### config.mk
export PLATFORM = sky130hd
export DESIGN_NAME = floating_addition
export DESIGN_NICKNAME = d
export VERILOG_FILES = /design/src/rtl/fp32_pkg.sv /design/src/rtl/lzc27.sv /design/src/rtl/floating_addition.sv
export SDC_FILE = /design/constraint.sdc
export NUM_CORES = 1
export LEC_CHECK = 0
export BUFFER_PORTS_ARGS = -buffer_cell sky130_fd_sc_hd__buf_2
export CELL_PAD_IN_SITES_DETAIL_PLACEMENT = 0
export CELL_PAD_IN_SITES_GLOBAL_PLACEMENT = 2
export CORE_MARGIN = 2
export CORE_UTILIZATION = 40
export CTS_CLUSTER_SIZE = 12
export DETAILED_ROUTE_END_ITERATION = 10
export GPL_TIMING_DRIVEN = 0
export PLACE_DENSITY = 0.95
export SKIP_LAST_GASP = 1
export SLEW_MARGIN = 20
export SYNTH_ARGS = -nofsm -noshare
export SYNTH_HDL_FRONTEND = slang
export SYNTH_SLANG_ARGS = --single-unit
### constraint.sdc
create_clock -name clk -period 11.4 [get_ports clk]
set_input_delay 0.57 -clock clk [delete_from_list [all_inputs] [get_ports clk]]
set_output_delay 0.57 -clock clk [all_outputs]
set_load 0.02 [all_outputs]
### src/rtl/fp32_pkg.sv
// Shared binary32 layout, constants and operand classification.
// Subnormals (exp == 0) count as zero throughout the datapath.
package fp32_pkg;
    localparam int          EXP_W   = 8;
    localparam int          MAN_W   = 23;
    localparam int          BIAS    = 127;
    localparam logic [31:0] QNAN    = 32'h7FC00000;
    localparam logic [31:0] POS_INF = 32'h7F800000;

    typedef struct packed {
        logic             sign;
        logic [EXP_W-1:0] exp;
        logic [MAN_W-1:0] man;
    } fp32_t;

    function automatic logic is_nan(input fp32_t x);
        return (x.exp == '1) && (x.man != '0);
    endfunction

    function automatic logic is_inf(input fp32_t x);
        return (x.exp == '1) && (x.man == '0);
    endfunction

    function automatic logic is_zero(input fp32_t x);
        return x.exp == '0;
    endfunction
endpackage

### src/rtl/lzc27.sv
// Combinational leading-zero counter over a 27-bit mantissa; all-zero input gives 27.
module lzc27 (
    input  logic [26:0] value_i,
    output logic [4:0]  count_o
);
    always_comb begin
        count_o = 5'd27;
        for (int i = 0; i < 27; i++) begin
            if (value_i[i]) count_o = 5'(26 - i);
        end
    end
endmodule

### src/rtl/floating_addition.sv
// Two-stage binary32 adder: stage 1 aligns operands, stage 2 adds, normalises and
// rounds to nearest-even. Subnormal inputs and results are flushed to signed zero.
module floating_addition
    import fp32_pkg::*;
(
    input  logic        clk,
    input  logic        rst_n,
    input  logic        in_valid,
    input  logic [31:0] a,
    input  logic [31:0] b,
    output logic        out_valid,
    output logic [31:0] result
);
    localparam logic signed [9:0] EXP_MAX = 10'(2 * BIAS + 1);

    fp32_t       fa, fb, big, sml;
    logic        swap;
    logic [23:0] ms24;
    logic [7:0]  ediff;
    logic [53:0] wide;

    logic        spec_p1_d, sign_p1_d, sub_p1_d;
    logic [31:0] spec_val_p1_d;
    logic [7:0]  exp_p1_d;
    logic [26:0] mb_p1_d, ms_p1_d;

    logic        vld_p1_q, spec_p1_q, sign_p1_q, sub_p1_q;
    logic [31:0] spec_val_p1_q;
    logic [7:0]  exp_p1_q;
    logic [26:0] mb_p1_q, ms_p1_q;

    logic [27:0]       sum;
    logic [4:0]        lz;
    logic [26:0]       norm;
    logic signed [9:0] exp_n, exp_r;
    logic              rnd_up;
    logic [24:0]       rmant;
    logic [22:0]       man_r;
    logic [31:0]       res_p2_d;

    logic        vld_p2_q;
    logic [31:0] res_p2_q;

    // Stage 1: unpack, order by magnitude, align the smaller operand
    always_comb begin
        fa    = a;
        fb    = b;
        swap  = {fb.exp, fb.man} > {fa.exp, fa.man};
        big   = swap ? fb : fa;
        sml   = swap ? fa : fb;
        ms24  = is_zero(sml) ? 24'h0 : {1'b1, sml.man};
        ediff = big.exp - sml.exp;
        wide  = {ms24, 3'b000, 27'h0} >> ediff;

        mb_p1_d   = {1'b1, big.man, 3'b000};
        exp_p1_d  = big.exp;
        sign_p1_d = big.sign;
        sub_p1_d  = big.sign ^ sml.sign;
        if (ediff >= 8'd27) ms_p1_d = {26'h0, |ms24};
        else                ms_p1_d = {wide[53:28], wide[27] | (|wide[26:0])};

        spec_p1_d     = 1'b1;
        spec_val_p1_d = QNAN;
        if (is_nan(fa) || is_nan(fb) || (is_inf(fa) && is_inf(fb) && (fa.sign != fb.sign)))
            spec_val_p1_d = QNAN;
        else if (is_inf(fa))
            spec_val_p1_d = a;
        else if (is_inf(fb))
            spec_val_p1_d = b;
        else if (is_zero(fa) && is_zero(fb))
            spec_val_p1_d = {fa.sign & fb.sign, 31'h0};
        else begin
            spec_p1_d     = 1'b0;
            spec_val_p1_d = '0;
        end
    end

    lzc27 u_lzc (
        .value_i (sum[26:0]),
        .count_o (lz)
    );

    // Stage 2: effective add/subtract, normalise, round, pack
    always_comb begin
        sum = sub_p1_q ? ({1'b0, mb_p1_q} - {1'b0, ms_p1_q})
                       : ({1'b0, mb_p1_q} + {1'b0, ms_p1_q});
        if (sum[27]) begin
            norm  = {sum[27:2], sum[1] | sum[0]};
            exp_n = $signed({2'b00, exp_p1_q}) + 10'sd1;
        end else begin
            norm  = sum[26:0] << lz;
            exp_n = $signed({2'b00, exp_p1_q}) - $signed({5'b00000, lz});
        end
        rnd_up = norm[2] & (norm[1] | norm[0] | norm[3]);
        rmant  = {1'b0, norm[26:3]} + {24'h0, rnd_up};
        exp_r  = rmant[24] ? exp_n + 10'sd1 : exp_n;
        man_r  = rmant[24] ? rmant[23:1] : rmant[22:0];

        if (spec_p1_q)            res_p2_d = spec_val_p1_q;
        else if (sum == 28'h0)    res_p2_d = 32'h0;
        else if (exp_r >= EXP_MAX) res_p2_d = {sign_p1_q, POS_INF[30:0]};
        else if (exp_r < 10'sd1)  res_p2_d = {sign_p1_q, 31'h0};
        else                      res_p2_d = {sign_p1_q, exp_r[7:0], man_r};
    end

    always_ff @(posedge clk) begin
        if (!rst_n) begin
            vld_p1_q      <= 1'b0;
            spec_p1_q     <= 1'b0;
            sign_p1_q     <= 1'b0;
            sub_p1_q      <= 1'b0;
            spec_val_p1_q <= '0;
            exp_p1_q      <= '0;
            mb_p1_q       <= '0;
            ms_p1_q       <= '0;
            vld_p2_q      <= 1'b0;
            res_p2_q      <= '0;
        end else begin
            vld_p1_q <= in_valid;
            vld_p2_q <= vld_p1_q;
            if (in_valid) begin
                spec_p1_q     <= spec_p1_d;
                sign_p1_q     <= sign_p1_d;
                sub_p1_q      <= sub_p1_d;
                spec_val_p1_q <= spec_val_p1_d;
                exp_p1_q      <= exp_p1_d;
                mb_p1_q       <= mb_p1_d;
                ms_p1_q       <= ms_p1_d;
            end
            if (vld_p1_q) res_p2_q <= res_p2_d;
        end
    end

    assign out_valid = vld_p2_q;
    assign result    = res_p2_q;
endmodule

Word-level counts from Yosys, hierarchy flattened --
Index checks and enable logic that the tools add are counted.
Word-level totals: register bits 128, output and inout bits 33, word-level logic and storage cells 100
Cells by class: mux-type cells 48, shift-type cells 2, add/subtract/negate cells 7, magnitude comparators 4, equality and inequality tests 3, bitwise logic cells 7, reductions and logical operators 19
Operator list (number):
- two-way mux 32 bit | 8
- two-way mux 5 bit | 16
- two-way mux 31 bit | 2
- two-way mux 27 bit | 2
- right shift 54 x 8 -> 54 bit | 1
- zero test 23 bit | 2
- nonzero test 23 bit | 2
- two-way mux 4 bit | 8
- greater-than comparator 31 bit | 1
- adder 27 x 27 -> 28 bit | 1
- zero test 28 bit | 1
- two-way mux 28 bit | 1
- subtractor 27 x 27 -> 28 bit | 1
- OR reduction 27 bit | 1
- left shift 27 x 5 -> 27 bit | 1
- adder 24 x 1 -> 25 bit | 1
- zero test 8 bit | 3
- two-way mux 24 bit | 1
- OR reduction 24 bit | 1
- two-way mux 23 bit | 1
- two-way mux 10 bit | 2
- == test 8 bit, second input constant | 2
- adder 10 x 2 -> 10 bit, second input constant | 1
- greater-or-equal comparator 10 x 9 -> 1 bit, second input constant | 1
- other kinds (13) | 29

Logic depth before layout (Yosys ltp) --
Gate-level depths: netlist (run 1).
depth after elaboration 41, gate-level depth with buffers 33, depth with buffers taken out 30

By module --
From an unflattened synthesis (run 1), not the netlist that was laid out.
Unflattened totals: cells, all modules 2276, area, all modules 16190.5 um^2
Modules (own cells, without submodules):
- floating_addition | sequential area each 2562.5 um^2, instances 1, cells an instance 2225, area an instance 15912.8 um^2
- lzc27 | sequential area each 0.0 um^2, instances 1, cells an instance 51, area an instance 277.8 um^2

Worst setup path before layout (run 1) --
No wires, ideal clock.
path kind flip-flop to flip-flop, from register ms_p1_q[10], to register res_p2_q[3], in the netlist result[3], cell stages (with the launch flop) 32, path slack 5.057 ns, data arrival time 6.248 ns, required time 11.304 ns, buffers on the path 3, cell sequence dfxtp_1 > inv_1 > ha_1 > buf_2 > a21oi_1 > nand3_1 > a211o_2 > or3_1 > o211ai_2 > xnor2_1 > nand2b_1 > nor4b_2 > nor2_4 > inv_2 > buf_2 > buf_2 > ha_1 > nor2b_1 > o21ai_0 > nand2b_1 > a21o_1 > a211o_1 > or3_1 > o21ai_0 > xor2_1 > o41ai_1 > a21oi_1 > o21ai_0 > mux2_2 > nand2_1 > nand3_4 > o41ai_2
On the way: word-level cells in the longest chain between the ends 31, elaborated cells on any way between the ends 38, classes of those cells add/sub (5); order compare (2); shift (1); mux (26); bitwise (3); reduce/logical (1)
Ends and longest elaborated chain:
- start, declared | RTL line floating_addition.sv:30 | logic [26:0] mb_p1_q, ms_p1_q;
- start signal, assigned | RTL line floating_addition.sv:128 | ms_p1_q <= ms_p1_d;
- adder 27 x 27 -> 28 bit / subtractor 27 x 27 -> 28 bit (equally long branches) | RTL line floating_addition.sv:86, floating_addition.sv:85
- two-way mux 28 bit * | RTL line floating_addition.sv:85 | sum = sub_p1_q ? ({1'b0, mb_p1_q} - {1'b0, ms_p1_q})
- two-way mux 4 bit | RTL line lzc27.sv:9 | if (value_i[i]) count_o = 5'(26 - i);
- two-way mux 5 bit (16 in a row) | RTL line lzc27.sv:9
- left shift 27 x 5 -> 27 bit | RTL line floating_addition.sv:91 | norm = sum[26:0] << lz;
- two-way mux 27 bit | RTL line floating_addition.sv:87 | if (sum[27]) begin
- bitwise OR 1 bit (2 in a row) | RTL line floating_addition.sv:94 | rnd_up = norm[2] & (norm[1] | norm[0] | norm[3]);
- AND 1 bit | RTL line floating_addition.sv:94
- adder 24 x 1 -> 25 bit | RTL line floating_addition.sv:95 | rmant = {1'b0, norm[26:3]} + {24'h0, rnd_up};
- two-way mux 10 bit | RTL line floating_addition.sv:96 | exp_r = rmant[24] ? exp_n + 10'sd1 : exp_n;
- less-than comparator 10 x 2 -> 1 bit | RTL line floating_addition.sv:102 | else if (exp_r < 10'sd1) res_p2_d = {sign_p1_q, 31'h0};
- two-way mux 31 bit | RTL line floating_addition.sv:102
- two-way mux 31 bit | RTL line floating_addition.sv:101 | else if (exp_r >= EXP_MAX) res_p2_d = {sign_p1_q, POS_INF[30:0]};
- two-way mux 32 bit * | RTL line floating_addition.sv:100 | else if (sum == 28'h0) res_p2_d = 32'h0;
- two-way mux 32 bit * | RTL line floating_addition.sv:99 | if (spec_p1_q) res_p2_d = spec_val_p1_q;
- end signal, assigned | RTL line floating_addition.sv:130 | if (vld_p1_q) res_p2_q <= res_p2_d;
- end, declared | RTL line floating_addition.sv:42 | logic [31:0] res_p2_q;
Mark *: on every way between the ends. The rest lies on a longest branch, timed or not. A chain may end at the register's enable or synchronous reset.

Worst setup path in the final report (run 1) --
from register ms_p1_q[22], to register res_p2_q[21], in the netlist result[21]
On the way: word-level cells in the longest chain between the ends 19, elaborated cells on any way between the ends 26, classes of those cells add/sub (5); order compare (2); shift (1); mux (14); bitwise (3); reduce/logical (1)
Ends and longest elaborated chain (RTL line):
- adder 27 x 27 -> 28 bit / subtractor 27 x 27 -> 28 bit (equally long branches) | floating_addition.sv:86, floating_addition.sv:85
- two-way mux 28 bit * | floating_addition.sv:85
- two-way mux 5 bit (5 in a row) | lzc27.sv:9
- left shift 27 x 5 -> 27 bit | floating_addition.sv:91
- two-way mux 27 bit | floating_addition.sv:87
- bitwise OR 1 bit (2 in a row) | floating_addition.sv:94
- AND 1 bit | floating_addition.sv:94
- adder 24 x 1 -> 25 bit | floating_addition.sv:95
- two-way mux 10 bit | floating_addition.sv:96
- less-than comparator 10 x 2 -> 1 bit | floating_addition.sv:102
- two-way mux 31 bit | floating_addition.sv:102
- two-way mux 31 bit | floating_addition.sv:101
- two-way mux 32 bit * | floating_addition.sv:100
- two-way mux 32 bit * | floating_addition.sv:99
Marked as above.

==> results of run 1 <==
-- registers in the layout (all words and copies together), names as in the netlist, 8 cells and up --
register,flops
exp_p1_q,8
mb_p1_q,24
ms_p1_q,27
result,32
spec_val_p1_q,32
-- kinds of logic after synthesis --
group / count (synthesis)
AO/OA/AOI/OAI: 681
flip-flops: 128
XOR/XNOR: 73
adder cells (fa/ha/maj): 92
buffers and inverters: 245
multiplexers: 79
AND/OR/NAND/NOR: 742
-- tightest hold or removal path: cells and delay by family --
kind                   cells  cell delay [ps]
AOI/OAI and AO/OA          1               70
and+or+nand+nor            1               60
buffers and inverters      1              130
-- synth_stat cells (7+ instances only) --
cell type,number
nor4_1,32
o21a_1,13
o221ai_1,13
o31ai_1,18
inv_2,7
or3_1,8
a221oi_1,7
mux4_2,26
mux2i_1,40
nand4_1,29
a21boi_0,13
o22ai_1,29
and2_1,47
and3_1,21
nand2b_1,12
nand3_1,68
inv_1,110
mux2_2,11
a211o_1,14
o2111ai_1,14
a31oi_1,47
nand2_1,254
xnor2_1,46
buf_1,10
a22oi_1,13
a32o_1,7
nor2b_1,26
or2_2,11
ha_1,90
a21oi_1,114
a211oi_1,22
nor2_1,133
o211ai_1,59
dfxtp_1,128
nor3_1,41
o21ai_1,14
buf_2,24
clkbuf_1,77
a21o_1,22
o21ai_0,117
buf_4,9
xor2_1,25
o211a_1,41
-- per-stage QoR --
stage	power (W)	utilization (%)	worst slack, ps	cells	instance area [um^2]
after floorplan	0.00159	-	5060	2040	15300
after global placement	0.00212	43.6	3290	2648	16400
after detailed placement	0.00210	43.6	3290	2648	16400
after CTS	0.00264	45.1	3250	2680	17000
after global routing	0.00282	45.1	2460	2680	17000
final	0.00270	45.1	2950	2681	17000
-- cell type report --
cell class                      count  area (um^2)  area share, %
Buffer                            127          587           3.45
Inverter                          118          443           2.61
Tap cell                          511          639           3.76
Clock buffer                       17          425           2.50
Antenna cell                        1         2.50         0.0147
Timing Repair Buffer               97          485           2.86
Clock inverter                     15          148          0.869
Multi-Input combinational cell   1667        11700           68.9
Sequential cell                   128         2560           15.1
-- layer usage --
layer / wire length [um] / part of all wire, %
met4: 2990 / 4.5
met2: 30100 / 45
met5: 0 / 0
met1: 29200 / 44
met3: 4350 / 6.5
-- power breakdown --
part	switching, W	total (W)	internal [W]	leakage [nW]
Sequential	0.0000237	0.000498	0.000474	1.05
Combinational	0.00113	0.00167	0.000536	5.64
Clock	0.000228	0.000534	0.000306	0.285
-- worst max path at each step --
stage | endpoint | slack [ps] | depth (start not counted)
after floorplan | result[3] | 5060 | 31
after global placement | result[11] | 3290 | 31
after detailed placement | result[21] | 3290 | 31
after CTS | result[21] | 3250 | 31
after global routing | result[21] | 2460 | 31
final | result[21] | 2950 | 31
==> metrics.txt, run 1 <==
CP peak stage delay 750 ps; CTS sink count 128; crit path capture type flip-flop; Setup crit start kind flip-flop; vias in the first global route 16300; dominant cell type by area after synthesis dfxtp_1; Critical-path top delay cell xnor2_1; reg2reg start ms_p1_q[22]; kind of critical path flip-flop to flip-flop; RSZ-0062 raised after global routing false; Hold WS 441 ps; worst-path fanout max 10; wire length per cell 24.8 um; top cells by area, synth dfxtp_1 (17%), ha_1 (7.4%), nand2_1 (6.2%); total grt overflow 0; global-route wire length before repair 101000 um; vias per std cell 6.35; DRC 0; Post-synth EDFFs 0; Req. time, crit path 11770 ps; Hold Crit Endpoint exp_p1_q[5]; GRT met3 Usage 4.24%; Synth cell types 124; synthesized flop and latch total 128; r2r worst-path depth 31; Max VDD drop 0.109 mV; RD Place Congestion 1.01; Mapped Cells 2040; clock skew 11.8 ps; post-synthesis simple-gate area fraction 24.7%; synth-to-layout area growth 11.2%; portion of netlist area occupied by mux cells 7.42%; gr busiest metal met2; Power Dens Cells 159 mW/mm^2; critical path's top delay family simple AND/OR/NAND/NOR gates; Max-Cap Viols 0; max-slew violations 0; I/O Buffers 97; Seq/Total Area, Yosys 16.8%; Setup TNS 0 ps; syn nets 2199; status finished clean; XOR/XNOR Fraction of Synth Area 4.35%; worst hold stages 3; Clk pin slew, worst setup/hold paths 70 ps; Adder-Cell Fraction of Synth Area 7.63%; initial core utilization 40.6%; DIE AREA 0.0398 mm^2; clock root cell clkbuf_16; Leak Pwr 6.98 nW; Final HPWL DP 54200 um; fmax 0.118 GHz; largest family of logic cells by synthesized area compound AO/OA/AOI/OAI gates; Top Ports 100; TritonCTS clock tree built; CTS Buffer Depth 2; most frequent CP cell o21ai_0; Worst Hold Class primary input to flip-flop; most frequent cells in the layout nand2_1 (254), nor2_1 (133), dfxtp_1 (128); M2 GR Usage 54.2%; Core ar. 0.0377 mm^2; met1 usage 44.6%; Final min period 8450 ps; Slew @ Worst Pin 1190 ps; Main synth FF type dfxtp_1; Synth Cell Area 0.0153 mm^2; post-synthesis compound-gate area fraction 32.4%; hold_buf cts 0; CTS buffer count 17; Worst EP arrival 8820 ps; # fillers 4020; FF-to-FF End result[21]; # rows 71; endpoints failing setup 0; share of cells above drive strength 1 13.8%; R2R Setup Slk 2950 ps; Relative slew margins 19.8%; H-Tree Level Count 4; commonest non-fill, non-tap cell in the layout nand2_1; All-Layer GR Usage 33.5%; Nets 2315; DRT Pass-1 Iters 7; Hold Fails Final Rpt 0; chip height 200 um; DRT iter0 DRCs 1647; setup bufs post-CTS 0; Vias 17000; largest net degree at the start of global routing 17; initial antenna violation count 0; yosys warns 0; Total Wirelength 66600 um; Resize count post-CTS 0; Worst-Skew Late Latency 450 ps; critical hold path startpoint a[28]; Yosys top cell area share 16.8%; ys async rst share 0%; DIE WIDTH 200 um; Mean Syn Cell Area 7.50 um^2; Tcrit/Tclk final 74.1%; CP startpoint ms_p1_q[22]; ANT nets after route 0; CP bufs+invs 5
Power figures use the tool's default switching activity.
==> inputs of run 2 (changes only) <==
- CORE_UTILIZATION: 40 -> 37
- PLACE_DENSITY: 0.95 -> 0.91
- clock period: 11.4 -> 8.2 ns (I/O delays scaled with it)
==> metrics.txt, run 2 (synthesis results as in run 1) <==
status finished clean (unchanged); Worst-Skew Late Latency 440 ps (was 450 ps); Vias 17000 (about the same); RSZ-0062 raised after global routing false (unchanged); Worst Hold Class primary input to flip-flop (unchanged); total grt overflow 0 (unchanged); Clk pin slew, worst setup/hold paths 60 ps (was 70 ps); Core ar. 0.0408 mm^2 (was 0.0377 mm^2); Tcrit/Tclk final 95.4% (was 74.1%); CTS sink count 128 (unchanged); Slew @ Worst Pin 1110 ps (was 1190 ps); Max-Cap Viols 0 (unchanged); Final HPWL DP 54200 um (about the same); DIE AREA 0.0430 mm^2 (was 0.0398 mm^2); Req. time, crit path 8530 ps (was 11770 ps); Nets 2319 (was 2315); kind of critical path flip-flop to flip-flop (unchanged); hold_buf cts 0 (unchanged); initial antenna violation count 0 (unchanged); Max VDD drop 0.154 mV (was 0.109 mV); largest net degree at the start of global routing 17 (unchanged); highest routing layer actually used met4 (unchanged); Metal-1 WL 29000 um (was 29200 um); r2r worst-path depth 30 (was 31); Total Wirelength 66400 um (was 66600 um); Critical-path top delay cell xnor2_1 (unchanged); initial core utilization 37.5% (was 40.6%); chip height 207 um (was 200 um); clock skew 14.2 ps (was 11.8 ps); worst-path fanout max 10 (unchanged); DRT Pass-1 Iters 6 (was 7); Setup TNS 0 ps (unchanged); Layout Utilization 42.0% (was 45.1%); share of cells above drive strength 1 14.2% (was 13.8%); Worst EP arrival 8150 ps (was 8820 ps); vias per std cell 6.30 (was 6.35); CTS buffer count 17 (unchanged); CTS Buffer Depth 2 (unchanged); H-Tree Level Count 4 (unchanged); DIE WIDTH 207 um (was 200 um); global-route wire length before repair 101000 um (about the same); setup slack at placement 171 ps (was 3290 ps); Hold Fails Final Rpt 0 (unchanged); Relative slew margins 25.1% (was 19.8%); Setup crit start kind flip-flop (unchanged); most frequent cells in the layout nand2_1 (254), nor2_1 (133), dfxtp_1 (128) (unchanged); worst hold stages 3 (unchanged); DRT iter0 DRCs 1485 (was 1647); RD Place Congestion 0.994 (was 1.01); crit path capture type flip-flop (unchanged); Non-Filler Instances 2703 (was 2681); clock root cell clkbuf_16 (unchanged); endpoints failing setup 0 (unchanged); max-slew violations 0 (unchanged); Final Worst Setup Slack 379 ps (was 2950 ps); ant diodes 0 (was 1); Final min period 7820 ps (was 8450 ps); synth-to-layout area growth 12.1% (was 11.2%); vias in the first global route 16400 (was 16300); Leak Pwr 7.04 nW (was 6.98 nW); CP peak stage delay 790 ps (was 750 ps); most frequent CP cell o21ai_0 (unchanged); commonest non-fill, non-tap cell in the layout nand2_1 (unchanged); Placed Cells 2669 (was 2648); Detail Route met2 WL 30300 um (was 30100 um); TritonCTS clock tree built (unchanged); All-Layer GR Usage 30.1% (was 33.5%); DRC 0 (unchanged); # rows 74 (was 71); DR WL met3 3780 um (was 4350 um); Power Dens Cells 220 mW/mm^2 (was 159 mW/mm^2); I/O Buffers 97 (unchanged); fmax 0.128 GHz (was 0.118 GHz); Top Ports 100 (unchanged); # fillers 4329 (was 4020); ANT nets after route 0 (unchanged); wire length per cell 24.6 um (was 24.8 um)
==> run 2: cell type report <==
| type | instances | area [um^2] | share of cell area [%] |
|---|---|---|---|
| Tap cell | 532 | 666 | 3.88 |
| Timing Repair Buffer | 101 | 515 | 3.01 |
| Clock inverter | 12 | 159 | 0.927 |
| Multi-Input combinational cell | 1667 | 11800 | 68.7 |
| Inverter | 118 | 443 | 2.58 |
| Clock buffer | 18 | 439 | 2.56 |
| Buffer | 127 | 589 | 3.44 |
| Sequential cell | 128 | 2560 | 14.9 |
==> run 2: repair_timing <==
item	CTS	global route
setup endpoints to repair	0	31
setup buffers	0	4
resized for setup	0	11
==> run 2: worst max-delay path: cells and delay by family, from the launching register on <==
kind | cells | cell delay, ps
compound gates | 11 | 2710
simple gates | 9 | 1660
xor+xnor | 2 | 1100
buf+inv | 5 | 1060
fa+ha+maj | 2 | 580
flops | 1 | 300
mux | 1 | 280
==> run 2: through the flow <==
stage	hold WS (ps)	total power, W	cell area [um^2]
2_1_floorplan	429	0.00221	15300
3_3_place_gp	442	0.00294	16400
3_5_place_dp	445	0.00292	16400
4_1_cts	290	0.00370	17000
5_1_grt	342	0.00395	17100
6_report	304	0.00377	17100
==> run 2: report_power, final <==
part	internal (W)	total, W	switching, W
Clock	0.000484	0.000771	0.000287
Combinational	0.000757	0.00231	0.00156
Sequential	0.000659	0.000690	0.0000307
==> run 2: layer usage <==
layer  vias to the layer above  track usage, %
met4                         0            14.2
met1                      8216            40.0
li1                       7906               -
met5                         -               0
met3                       165            2.69
met2                       737            49.4
==> run 2: worst paths after layout <==
check	from	to	slack, ps
setup reg to reg	ms_p1_q[0]	result[0]	380
hold / removal	a[28]	exp_p1_q[5]	300
setup / recovery	ms_p1_q[0]	result[0]	380
hold reg to reg	spec_val_p1_q[11]	spec_val_p1_q[11]	460
